`src/rtl/jt6295_cengen.sv`:
```
// jt6295_cengen - clock-enable generator for the ADPCM sample pipeline.
//
// Derives every enable used by the channel sequencer, the decoder and the
// output filter from the 1 MHz base enable `cen`. A frame is SLOTS slots,
// and each slot is DIV_LO or DIV_HI `cen` ticks long. `ss` chooses between
// the two dividers. A new `ss` value is taken up only on the last tick of a
// frame, so the frame that is running is never cut short or stretched.
//
// Optional feature: define JT6295_CENGEN_SYNC_EN to add the `sync` input.
// It restarts the frame. When the macro is undefined the frame free-runs.
//
// Ports:
//   clk      in   system clock
//   rst      in   synchronous reset, active high
//   cen      in   base enable (nominally 1 MHz)
//   ss       in   rate select: 0 = DIV_LO, 1 = DIV_HI
//   sync     in   frame restart (only with JT6295_CENGEN_SYNC_EN)
//   cen_sr   out  one pulse per frame (sample rate)
//   cen_ph   out  PHASES strobes, cen_ph[k] at slot k*ACTIVE/PHASES
//   cen_slot out  pulse at each active slot (slot < ACTIVE)
//   slot_idx out  slot flagged by the most recent slot-start tick
//   cen_frac out  fractional enable at FN/FD of the `cen` rate
//
// Every pulse output is registered. It is decided from the state before the
// `cen` update and appears on the next clk cycle, for one cycle only.
//
// State of the frame timing (one implicit FSM, encoded by the counters):
//   state            | meaning
//   base_q==0        | first tick of slot slot_q, slot pulses are issued
//   base_q in 1..lim | remaining ticks of the slot
//   base_q==lim &&   | last tick of the frame; div_act_q takes up ss
//     slot_q==SLOTS-1|
module jt6295_cengen #(
  parameter int DIV_LO = 5,
  parameter int DIV_HI = 4,
  parameter int SLOTS  = 33,
  parameter int ACTIVE = 32,
  parameter int PHASES = 4,
  parameter int FN     = 6,
  parameter int FD     = 125,
  parameter int FW     = 8
) (
  input  logic              clk,
  input  logic              rst,
  input  logic              cen,
  input  logic              ss,
`ifdef JT6295_CENGEN_SYNC_EN
  input  logic              sync,
`endif
  output logic              cen_sr,
  output logic [PHASES-1:0] cen_ph,
  output logic              cen_slot,
  output logic [5:0]        slot_idx,
  output logic              cen_frac
);

  localparam logic [2:0]    LIM_LO    = 3'(DIV_LO - 1);
  localparam logic [2:0]    LIM_HI    = 3'(DIV_HI - 1);
  localparam logic [5:0]    SLOT_LAST = 6'(SLOTS - 1);
  localparam logic [6:0]    ACTIVE_W  = 7'(ACTIVE);
  localparam logic [FW-1:0] FN_W      = FW'(FN);
  localparam logic [FW-1:0] FD_W      = FW'(FD);

  logic [2:0]        base_q, base_d;
  logic [5:0]        slot_q, slot_d;
  logic              div_act_q, div_act_d;
  logic [FW-1:0]     acc_q, acc_d;

  logic              sr_q, sr_d;
  logic [PHASES-1:0] ph_q, ph_d;
  logic              slot_p_q, slot_p_d;
  logic [5:0]        idx_q, idx_d;
  logic              frac_q, frac_d;

  logic [2:0]        lim;
  logic              base_end;
  logic              base_zero;
  logic              frame_end;
  logic [FW-1:0]     acc_sum;

  always_comb begin
    lim       = div_act_q ? LIM_HI : LIM_LO;
    base_end  = (base_q == lim);
    base_zero = (base_q == 3'd0);
    frame_end = base_end && (slot_q == SLOT_LAST);
    // Sized to FW bits: acc_q stays below FD, so the sum stays below FD+FN.
    acc_sum   = acc_q + FN_W;

    base_d    = base_q;
    slot_d    = slot_q;
    div_act_d = div_act_q;
    acc_d     = acc_q;
    sr_d      = 1'b0;
    ph_d      = '0;
    slot_p_d  = 1'b0;
    idx_d     = idx_q;
    frac_d    = 1'b0;

    if (cen) begin
      base_d = base_end ? 3'd0 : base_q + 3'd1;
      if (base_end) begin
        slot_d = (slot_q == SLOT_LAST) ? 6'd0 : slot_q + 6'd1;
      end
      if (frame_end) begin
        div_act_d = ss;
      end

      sr_d     = base_zero && (slot_q == 6'd0);
      slot_p_d = base_zero && ({1'b0, slot_q} < ACTIVE_W);
      for (int k = 0; k < PHASES; k++) begin
        ph_d[k] = base_zero && (slot_q == 6'(k * ACTIVE / PHASES));
      end
      if (base_zero) begin
        idx_d = slot_q;
      end

      if (acc_sum >= FD_W) begin
        acc_d  = acc_sum - FD_W;
        frac_d = 1'b1;
      end else begin
        acc_d  = acc_sum;
      end

`ifdef JT6295_CENGEN_SYNC_EN
      // The restart changes the next state only. The pulses above still
      // come from the counters as they were before the restart.
      if (sync) begin
        base_d    = 3'd0;
        slot_d    = 6'd0;
        div_act_d = ss;
      end
`endif
    end
  end

  always_ff @(posedge clk) begin
    if (rst) begin
      base_q    <= 3'd0;
      slot_q    <= 6'd0;
      div_act_q <= ss;
      acc_q     <= '0;
      sr_q      <= 1'b0;
      ph_q      <= '0;
      slot_p_q  <= 1'b0;
      idx_q     <= 6'd0;
      frac_q    <= 1'b0;
    end else begin
      base_q    <= base_d;
      slot_q    <= slot_d;
      div_act_q <= div_act_d;
      acc_q     <= acc_d;
      sr_q      <= sr_d;
      ph_q      <= ph_d;
      slot_p_q  <= slot_p_d;
      idx_q     <= idx_d;
      frac_q    <= frac_d;
    end
  end

  assign cen_sr   = sr_q;
  assign cen_ph   = ph_q;
  assign cen_slot = slot_p_q;
  assign slot_idx = idx_q;
  assign cen_frac = frac_q;

endmodule

```
`config.mk`:
```
export PLATFORM = sky130hd
export DESIGN_NAME = jt6295_cengen
export DESIGN_NICKNAME = d
export VERILOG_FILES = /design/src/rtl/jt6295_cengen.sv
export SDC_FILE = /design/constraint.sdc
export NUM_CORES = 1
export LEC_CHECK = 0
export ABC_AREA = 1
export CAP_MARGIN = 25
export CORE_AREA = 4 4 65 112
export CTS_CLUSTER_DIAMETER = 40
export DETAILED_ROUTE_END_ITERATION = 6
export DIE_AREA = 0 0 69 116
export GPL_ROUTABILITY_DRIVEN = 0
export PLACE_DENSITY = 0.39
export SYNTH_ARGS = -nofsm -noshare
export SYNTH_HDL_FRONTEND = slang
export SYNTH_SLANG_ARGS = --single-unit
```
`constraint.sdc`:
```
create_clock -name clk -period 2.18 [get_ports clk]
set_input_delay 0.436 -clock clk [delete_from_list [all_inputs] [get_ports clk]]
set_output_delay 0.436 -clock clk [all_outputs]
set_load 0.01 [all_outputs]
```
==> results.rst, run 1 <==
.. list-table::
   :header-rows: 1

   * - Metric
     - Value
   * - Share of the clock period used by the worst path
     - 0.891
   * - Worst r2r path cells
     - 12
   * - CTS hold repair buffers
     - 0
   * - Time the final worst path needs with I/O delays and setup
     - a little under 2000 ps
   * - Peak VDD IR
     - approximately 0.38 mV
   * - Antenna-violating nets left
     - 0
   * - Run status
     - complete, no violations
   * - DR pass1 iterations
     - 4
   * - Worst-path maximum fanout
     - 9
   * - Worst hold endpoint
     - slot_idx[5]
   * - Clock latency reported for the late side of the worst-skew pair
     - 270 ps
   * - Top_reg_cell synth
     - dfxtp_1
   * - Overall track demand over capacity in global routing
     - 0.110
   * - CTS tree
     - yes
   * - Final HPWL from detailed placement
     - approximately 3200 um
   * - Kind of start point of the critical path
     - flip-flop
   * - Startpoint of the most critical register-to-register path
     - acc_q[1]
   * - Initial cell density of the core
     - 0.253
   * - Leading cell types by total area after synthesis
     - dfxtp_1, nand2_1, inv_1, ha_1, nand3_1
   * - Crit path DAT
     - around 2100 ps
   * - Violation count after the first detailed-routing iteration
     - ~50
   * - Final Hold Vio Count
     - 0
   * - Post-Route Skew
     - between 3 and 4 ps
   * - Buffers from clock root to sink, at most
     - 2
   * - R2R Path End
     - acc_q[1]
   * - Final setup violation count
     - 0
   * - Combined area of the multi-input logic cells
     - 863 sq um
   * - Drc violations
     - 0
   * - Vias/cell
     - around 4.3
   * - Storage element area
     - a little over 600 sq um
   * - Port buffer count
     - 16
   * - Power density cells
     - approximately 700 mW/mm^2
   * - Die ar.
     - between 0.008 and 0.009 sq mm
   * - Htree depth
     - 2
   * - Die outline height
     - 116 um
   * - # resized after CTS
     - 0
   * - Pin count of the biggest net entering global routing
     - 12
   * - Max Cap Violations
     - 0
   * - Hold WC Path Type
     - flip-flop to flip-flop
   * - Leakage Power
     - between 0.8 and 0.9 nW
   * - Syn_area_per_cell
     - ~7.4 sq um
   * - First-pass GRT wire length
     - 6840 um
   * - Total wirelength of the detailed-routed design
     - around 4000 um
   * - Setup repair after global routing missed its margin
     - false
   * - Number of instances in the synthesized netlist
     - 220
   * - Wire length per cell
     - ~12 um
   * - Fraction of final layout cells sized beyond drive strength 1
     - 0.132
   * - Overflow after GRT
     - 0
   * - Cell area after synthesis
     - 0.00163 sq mm
   * - Fmax achieved
     - roughly 0.51 GHz
   * - # clock sinks
     - 30
   * - Area growth syn-to-layout
     - 25.4%
   * - Number of max-slew violations in the final report
     - 0
   * - Worst-Margin Slew
     - slightly below 400 ps
   * - Flip-flop and latch count after synthesis
     - 30
   * - Summed negative setup slack over all endpoints
     - 0 ps
   * - Max-Slew Margin vs Limit
     - 0.733
   * - Number of fill cells in the layout
     - between 700 and 800
   * - Number of nets in the finished design
     - around 250
   * - Final design utilization
     - 0.317
   * - Standard-cell rows
     - 39
   * - Synthesized Nets
     - 232
   * - Highest-count cells in the layout ignoring fill and taps
     - nand2_1, inv_1, dfxtp_1
   * - Number of diodes
     - 0
   * - Number of library cell types mapped by synthesis
     - 27
   * - Clock transition at the registers of the reported paths
     - ~50 ps
   * - Most common library cell in the layout ignoring fill and taps
     - nand2_1
   * - CP endpoint kind
     - flip-flop
   * - Worst Setup Slack post-DPL
     - around 130 ps
   * - Setup fix buffers added after clock tree synthesis
     - 0
   * - Register-to-register setup slack
     - between 200 and 250 ps
   * - Floorplan die width
     - 69 um
   * - Yosys top cell by area
     - dfxtp_1
   * - Worst hold start
     - slot_idx[5]
   * - Core Area
     - between 0.006 and 0.007 sq mm
   * - Crit path required time
     - 2340 ps
   * - Yosys warnings
     - 0
   * - Sequential area share after synthesis
     - 0.375
   * - Clock root buffer
     - clkbuf_16
   * - Number of top-level pins
     - 17
   * - Post-synth ARST share
     - 0
   * - Vias in the first global route
     - between 1000 and 1500
   * - Yosys top cell area share
     - 0.357
   * - Number of buffers inserted during clock tree synthesis
     - 5
   * - Worst Slack Setup Final
     - 237 ps
   * - Number of cells on the worst hold path
     - 2
   * - Antenna violations before repair
     - 0
   * - Via count
     - 1393
   * - Count of flip-flops with a built-in enable after synthesis
     - 1
   * - Start-to-end type of the worst setup path
     - flip-flop to flip-flop
[stage by stage]
stage          power, W  instances  hold WS, ps  cell area (sq um)
2_1_floorplan  0.000735        220          458               1630
5_1_grt         0.00155        325          504               2040
3_3_place_gp   0.000806        317          464               1890
4_1_cts         0.00151        325          476               2040
3_5_place_dp   0.000801        317          465               1890
6_report        0.00147        325          473               2040
[cell type report]
type,count,share of cell area
multi-input cells,153,0.423
clock buffers,6,0.0680
inverters,31,0.0570
repair buffers,21,0.0968
flip-flops and latches,30,0.300
clock inverters,2,0.00551
well taps,82,0.0502
[cell usage after synthesis (2+ instances only)]
master / count
nand2_1: 49
dfxtp_1: 29
inv_1: 29
nor2_1: 18
nand3_1: 17
a21oi_1: 14
o21ai_0: 10
ha_1: 8
xor2_1: 7
nand2_2: 5
nand4_1: 5
a21oi_2: 4
clkbuf_1: 3
o21ai_1: 3
xnor2_1: 3
buf_4: 2
inv_2: 2
nor2_4: 2
nor3_1: 2
[per-layer routing]
layer | vias to the layer above | global-route usage | wire, um
met2 | 21 | 0.221 | 2300
met1 | 621 | 0.0992 | 1430
met3 | 9 | 0.0252 | 100
met4 | 0 | 0.0587 | 121
met5 | - | 0 | 0
li1 | 742 | - | -
[worst max-delay path by stage]
stage,from,slack [ps],cells past startpoint,to
floorplan,acc_q[1],430,12,acc_q[1]
global placement,acc_q[1],140,12,acc_q[1]
CTS,acc_q[1],120,12,acc_q[1]
global route,acc_q[2],10,12,acc_q[1]
detailed placement,acc_q[1],130,12,acc_q[1]
finish,acc_q[1],240,12,acc_q[1]
[flip-flops by register name, indices dropped and copies added (netlist names)]
register and cells:
acc_q 8, slot_idx 6, slot_q 6, cen_ph 4, base_q 3, cen_frac 1, cen_slot 1, div_act_q 1
[report_power, final]
part	leakage, nW	switching (W)	internal, W	total (W)
registers	0.246	0.0000209	0.000575	0.000596
logic	0.535	0.000115	0.0000791	0.000194
clock network	0.0772	0.000232	0.000451	0.000683
total	0.858	0.000368	0.00111	0.00147
[kinds of logic after synthesis]
logic type | after synthesis | share of synthesized area
xor gates and xnor gates | 10 | 0.0538
AOI/OAI and AO/OA | 33 | 0.116
DFF | 30 | 0.375
buffers and inverters | 37 | 0.0945
and+or+nand+nor | 102 | 0.299
adders and majority gates | 8 | 0.0615
[critical path, stage by stage (launching register included)]
cell     delay (ps)
dfxtp_2         380
inv_1            90
ha_1            300
inv_1            80
nand4_1         160
o21ai_1         180
nand2_1         120
inv_2           170
nand2_8         100
nand2_1          70
nand2_1          40
o21ai_1         110
inv_1            40
(Power assumes the default switching activity.)
==> run 2: changes to the inputs <==
--- a/config.mk
+++ b/config.mk
@@ -11,8 +11,9 @@
 export CTS_CLUSTER_DIAMETER = 40
 export DETAILED_ROUTE_END_ITERATION = 6
 export DIE_AREA = 0 0 69 116
+export DONT_BUFFER_PORTS = 1
 export GPL_ROUTABILITY_DRIVEN = 0
-export PLACE_DENSITY = 0.39
+export PLACE_DENSITY = 0.36
 export SYNTH_ARGS = -nofsm -noshare
 export SYNTH_HDL_FRONTEND = slang
 export SYNTH_SLANG_ARGS = --single-unit
==> results.rst, run 2 (synthesized netlist as in run 1, its figures left out) <==
.. list-table::
   :header-rows: 1

   * - Metric
     - Value
   * - First-pass GRT wire length
     - 6810 um (-0.50%)
   * - Die ar.
     - 0.00800 sq mm (unchanged)
   * - Initial cell density of the core
     - 0.253 (unchanged)
   * - Number of top-level pins
     - 17 (unchanged)
   * - Vias/cell
     - 4.28 (about the same)
   * - Port buffer count
     - 0 (-16)
   * - Cell-by-cell listing of the critical path
     - inv_1 > ha_1 > inv_1 > nand4_1 > o21ai_1 > nand2_1 > inv_2 > nand2_8 > nand2_1 > nand2_1 > o21ai_1 > inv_1
   * - Worst-path maximum fanout
     - 9 (unchanged)
   * - Setup repair after global routing missed its margin
     - false
   * - Setup fix buffers added after clock tree synthesis
     - 0 (unchanged)
   * - # resized after CTS
     - 0 (unchanged)
   * - Violation count after the first detailed-routing iteration
     - 18 (-63%)
   * - Final HPWL from detailed placement
     - 3140 um (-0.43%)
   * - Largest reg by FF count
     - acc_q
   * - Standard-cell rows
     - 39 (unchanged)
   * - Non-Filler Instances
     - 306 (-5.8%)
   * - Worst Slack Setup Final
     - 218 ps (-19.9 ps)
   * - Final setup violation count
     - 0 (unchanged)
   * - Top cell family by delay on the critical path
     - simple AND/OR/NAND/NOR gates
   * - Worst hold start
     - rst
   * - Antenna violations before repair
     - 0 (unchanged)
   * - Max reg flops
     - 8 (unchanged)
   * - Crit path DAT
     - 2130 ps (+20 ps)
   * - Time the final worst path needs with I/O delays and setup
     - 1960 ps (+19.9 ps)
   * - Kind of start point of the critical path
     - flip-flop
   * - Number of diodes
     - 0 (unchanged)
   * - Area growth syn-to-layout
     - 14.8%
   * - Peak VDD IR
     - 0.349 mV (-8.6%)
   * - Antenna-violating nets left
     - 0 (unchanged)
   * - Vias in the first global route
     - 1338 (-8.8%)
   * - Number of buffers and inverters on the critical path
     - 4 (unchanged)
   * - Summed negative setup slack over all endpoints
     - 0 ps (unchanged)
   * - CTS hold repair buffers
     - 0 (unchanged)
   * - Max Cap Violations
     - 0 (unchanged)
   * - Total instance count after detailed placement
     - 298 (-6.0%)
   * - Startpoint of the most critical register-to-register path
     - acc_q[1]
   * - Fraction of final layout cells sized beyond drive strength 1
     - 0.129 (-0.00222)
   * - Worst r2r path cells
     - 12 (unchanged)
   * - CP endpoint kind
     - flip-flop
   * - Via count
     - 1311 (-5.9%)
   * - Final Hold Vio Count
     - 0 (unchanged)
   * - CTS tree
     - yes
   * - Run status
     - complete, no violations
   * - Floorplan die width
     - 69 um (unchanged)
   * - Most common library cell in the layout ignoring fill and taps
     - nand2_1
   * - Buffers from clock root to sink, at most
     - 2 (unchanged)
   * - Drc violations
     - 0 (unchanged)
   * - Fmax achieved
     - 0.510 GHz (-1.0%)
   * - Pin count of the biggest net entering global routing
     - 15 (+3)
   * - Crit-path slowest cell
     - dfxtp_2
   * - Register-to-register setup slack
     - 220 ps (-20 ps)
   * - Core Area
     - 0.00644 sq mm (unchanged)
   * - Power density cells
     - 790 mW/mm^2 (+9.5%)
   * - Number of max-slew violations in the final report
     - 0 (unchanged)
   * - Die outline height
     - 116 um (unchanged)
   * - Htree depth
     - 2 (unchanged)
   * - Number of nets in the finished design
     - 235 (-7.5%)
   * - # clock sinks
     - 30 (unchanged)
   * - Crit path required time
     - 2350 ps (about the same)
   * - Start-to-end type of the worst setup path
     - flip-flop to flip-flop
   * - R2R Path End
     - acc_q[1]
   * - Overflow after GRT
     - 0 (unchanged)
   * - Clock transition at the registers of the reported paths
     - 50 ps (about the same)
   * - Wire length per cell
     - 13.3 um (+9.7%)
   * - Highest-count cells in the layout ignoring fill and taps
     - nand2_1, inv_1, dfxtp_1
   * - Clock latency reported for the late side of the worst-skew pair
     - 270 ps (about the same)
   * - Hold WC Path Type
     - input pin to flip-flop
   * - Worst Setup Slack post-DPL
     - 98.8 ps (-29.5 ps)
   * - Share of the clock period used by the worst path
     - 0.900 (+0.00912)
   * - Post-Route Skew
     - 3.96 ps (+0.125 ps)
   * - Max-Slew Margin vs Limit
     - 0.732 (about the same)
   * - Worst-Margin Slew
     - 398 ps (+0.556 ps)
   * - Worst hold endpoint
     - acc_q[2]
   * - Logic depth of the worst path, buffers included
     - 12 (unchanged)
   * - Clock root buffer
     - clkbuf_16
   * - Number of buffers inserted during clock tree synthesis
     - 5 (unchanged)
   * - Number of cells on the worst hold path
     - 1 (-1)
   * - Final design utilization
     - 0.290 (-0.0268)
   * - DR pass1 iterations
     - 4 (unchanged)
   * - Overall track demand over capacity in global routing
     - 0.112 (+0.00190)
   * - Total wirelength of the detailed-routed design
     - 4090 um (+3.3%)
   * - Largest stage delay on the critical path
     - 400 ps (+20 ps)
   * - Leakage Power
     - 0.791 nW (-7.8%)
run 2: cell count changes in the layout (fill, tap and decap cells not counted):
cell / change
clkdlybuf4s50_1: -16
buf_4: -3
clkbuf_16: +1
clkbuf_8: -1
clkinv_2: +1
inv_4: -1
run 2: final cells by class:
| type | instances | area (sq um) |
|---|---|---|
| Clock buffer | 6 | 150 |
| Clock inverter | 2 | 10.0 |
| Fill cell | 722 | 4570 |
| Inverter | 31 | 116 |
| Multi-Input combinational cell | 153 | 863 |
| Sequential cell | 30 | 612 |
| Tap cell | 82 | 103 |
| Timing Repair Buffer | 2 | 15.0 |
run 2: worst max-delay path by stage:
stage / start / end
final: acc_q[1] / acc_q[1]
after global routing: acc_q[1] / acc_q[1]
after CTS: acc_q[1] / acc_q[1]
after detailed placement: acc_q[1] / acc_q[1]
after global placement: acc_q[1] / acc_q[1]
after floorplan: acc_q[1] / acc_q[1]
run 2: metal layers:
layer / wire length [um] / up-vias / track usage
li1: - / 703 / -
met1: 1500 / 584 / 0.101
met2: 2340 / 16 / 0.224
met3: 113 / 8 / 0.0243
met4: 126 / 0 / 0.0639
met5: 0 / - / 0
run 2: power by group:
| group | switching (W) | leakage [nW] | total, W | internal (W) |
|---|---|---|---|---|
| Combinational | 0.0000903 | 0.464 | 0.000143 | 0.0000523 |
| Clock | 0.000242 | 0.0818 | 0.000730 | 0.000487 |
| Sequential | 0.0000299 | 0.246 | 0.000604 | 0.000575 |
run 2: worst register-to-register path: stages, from the launching register on:
cell     delay, ps
dfxtp_2        400
inv_1          100
ha_1           310
inv_1           90
nand4_1        140
o21ai_1        170
nand2_1        120
inv_2          170
nand2_8        110
nand2_1         70
nand2_1         40
o21ai_1        110
inv_1           40
run 2: per-stage QoR:
step	total power (W)	hold WS (ps)	cell area, sq um
after global placement	0.000766	475	1710
after CTS	0.00152	211	1870
final	0.00148	220	1870
after floorplan	0.000735	458	1630
after detailed placement	0.000760	469	1710
after global routing	0.00156	211	1870
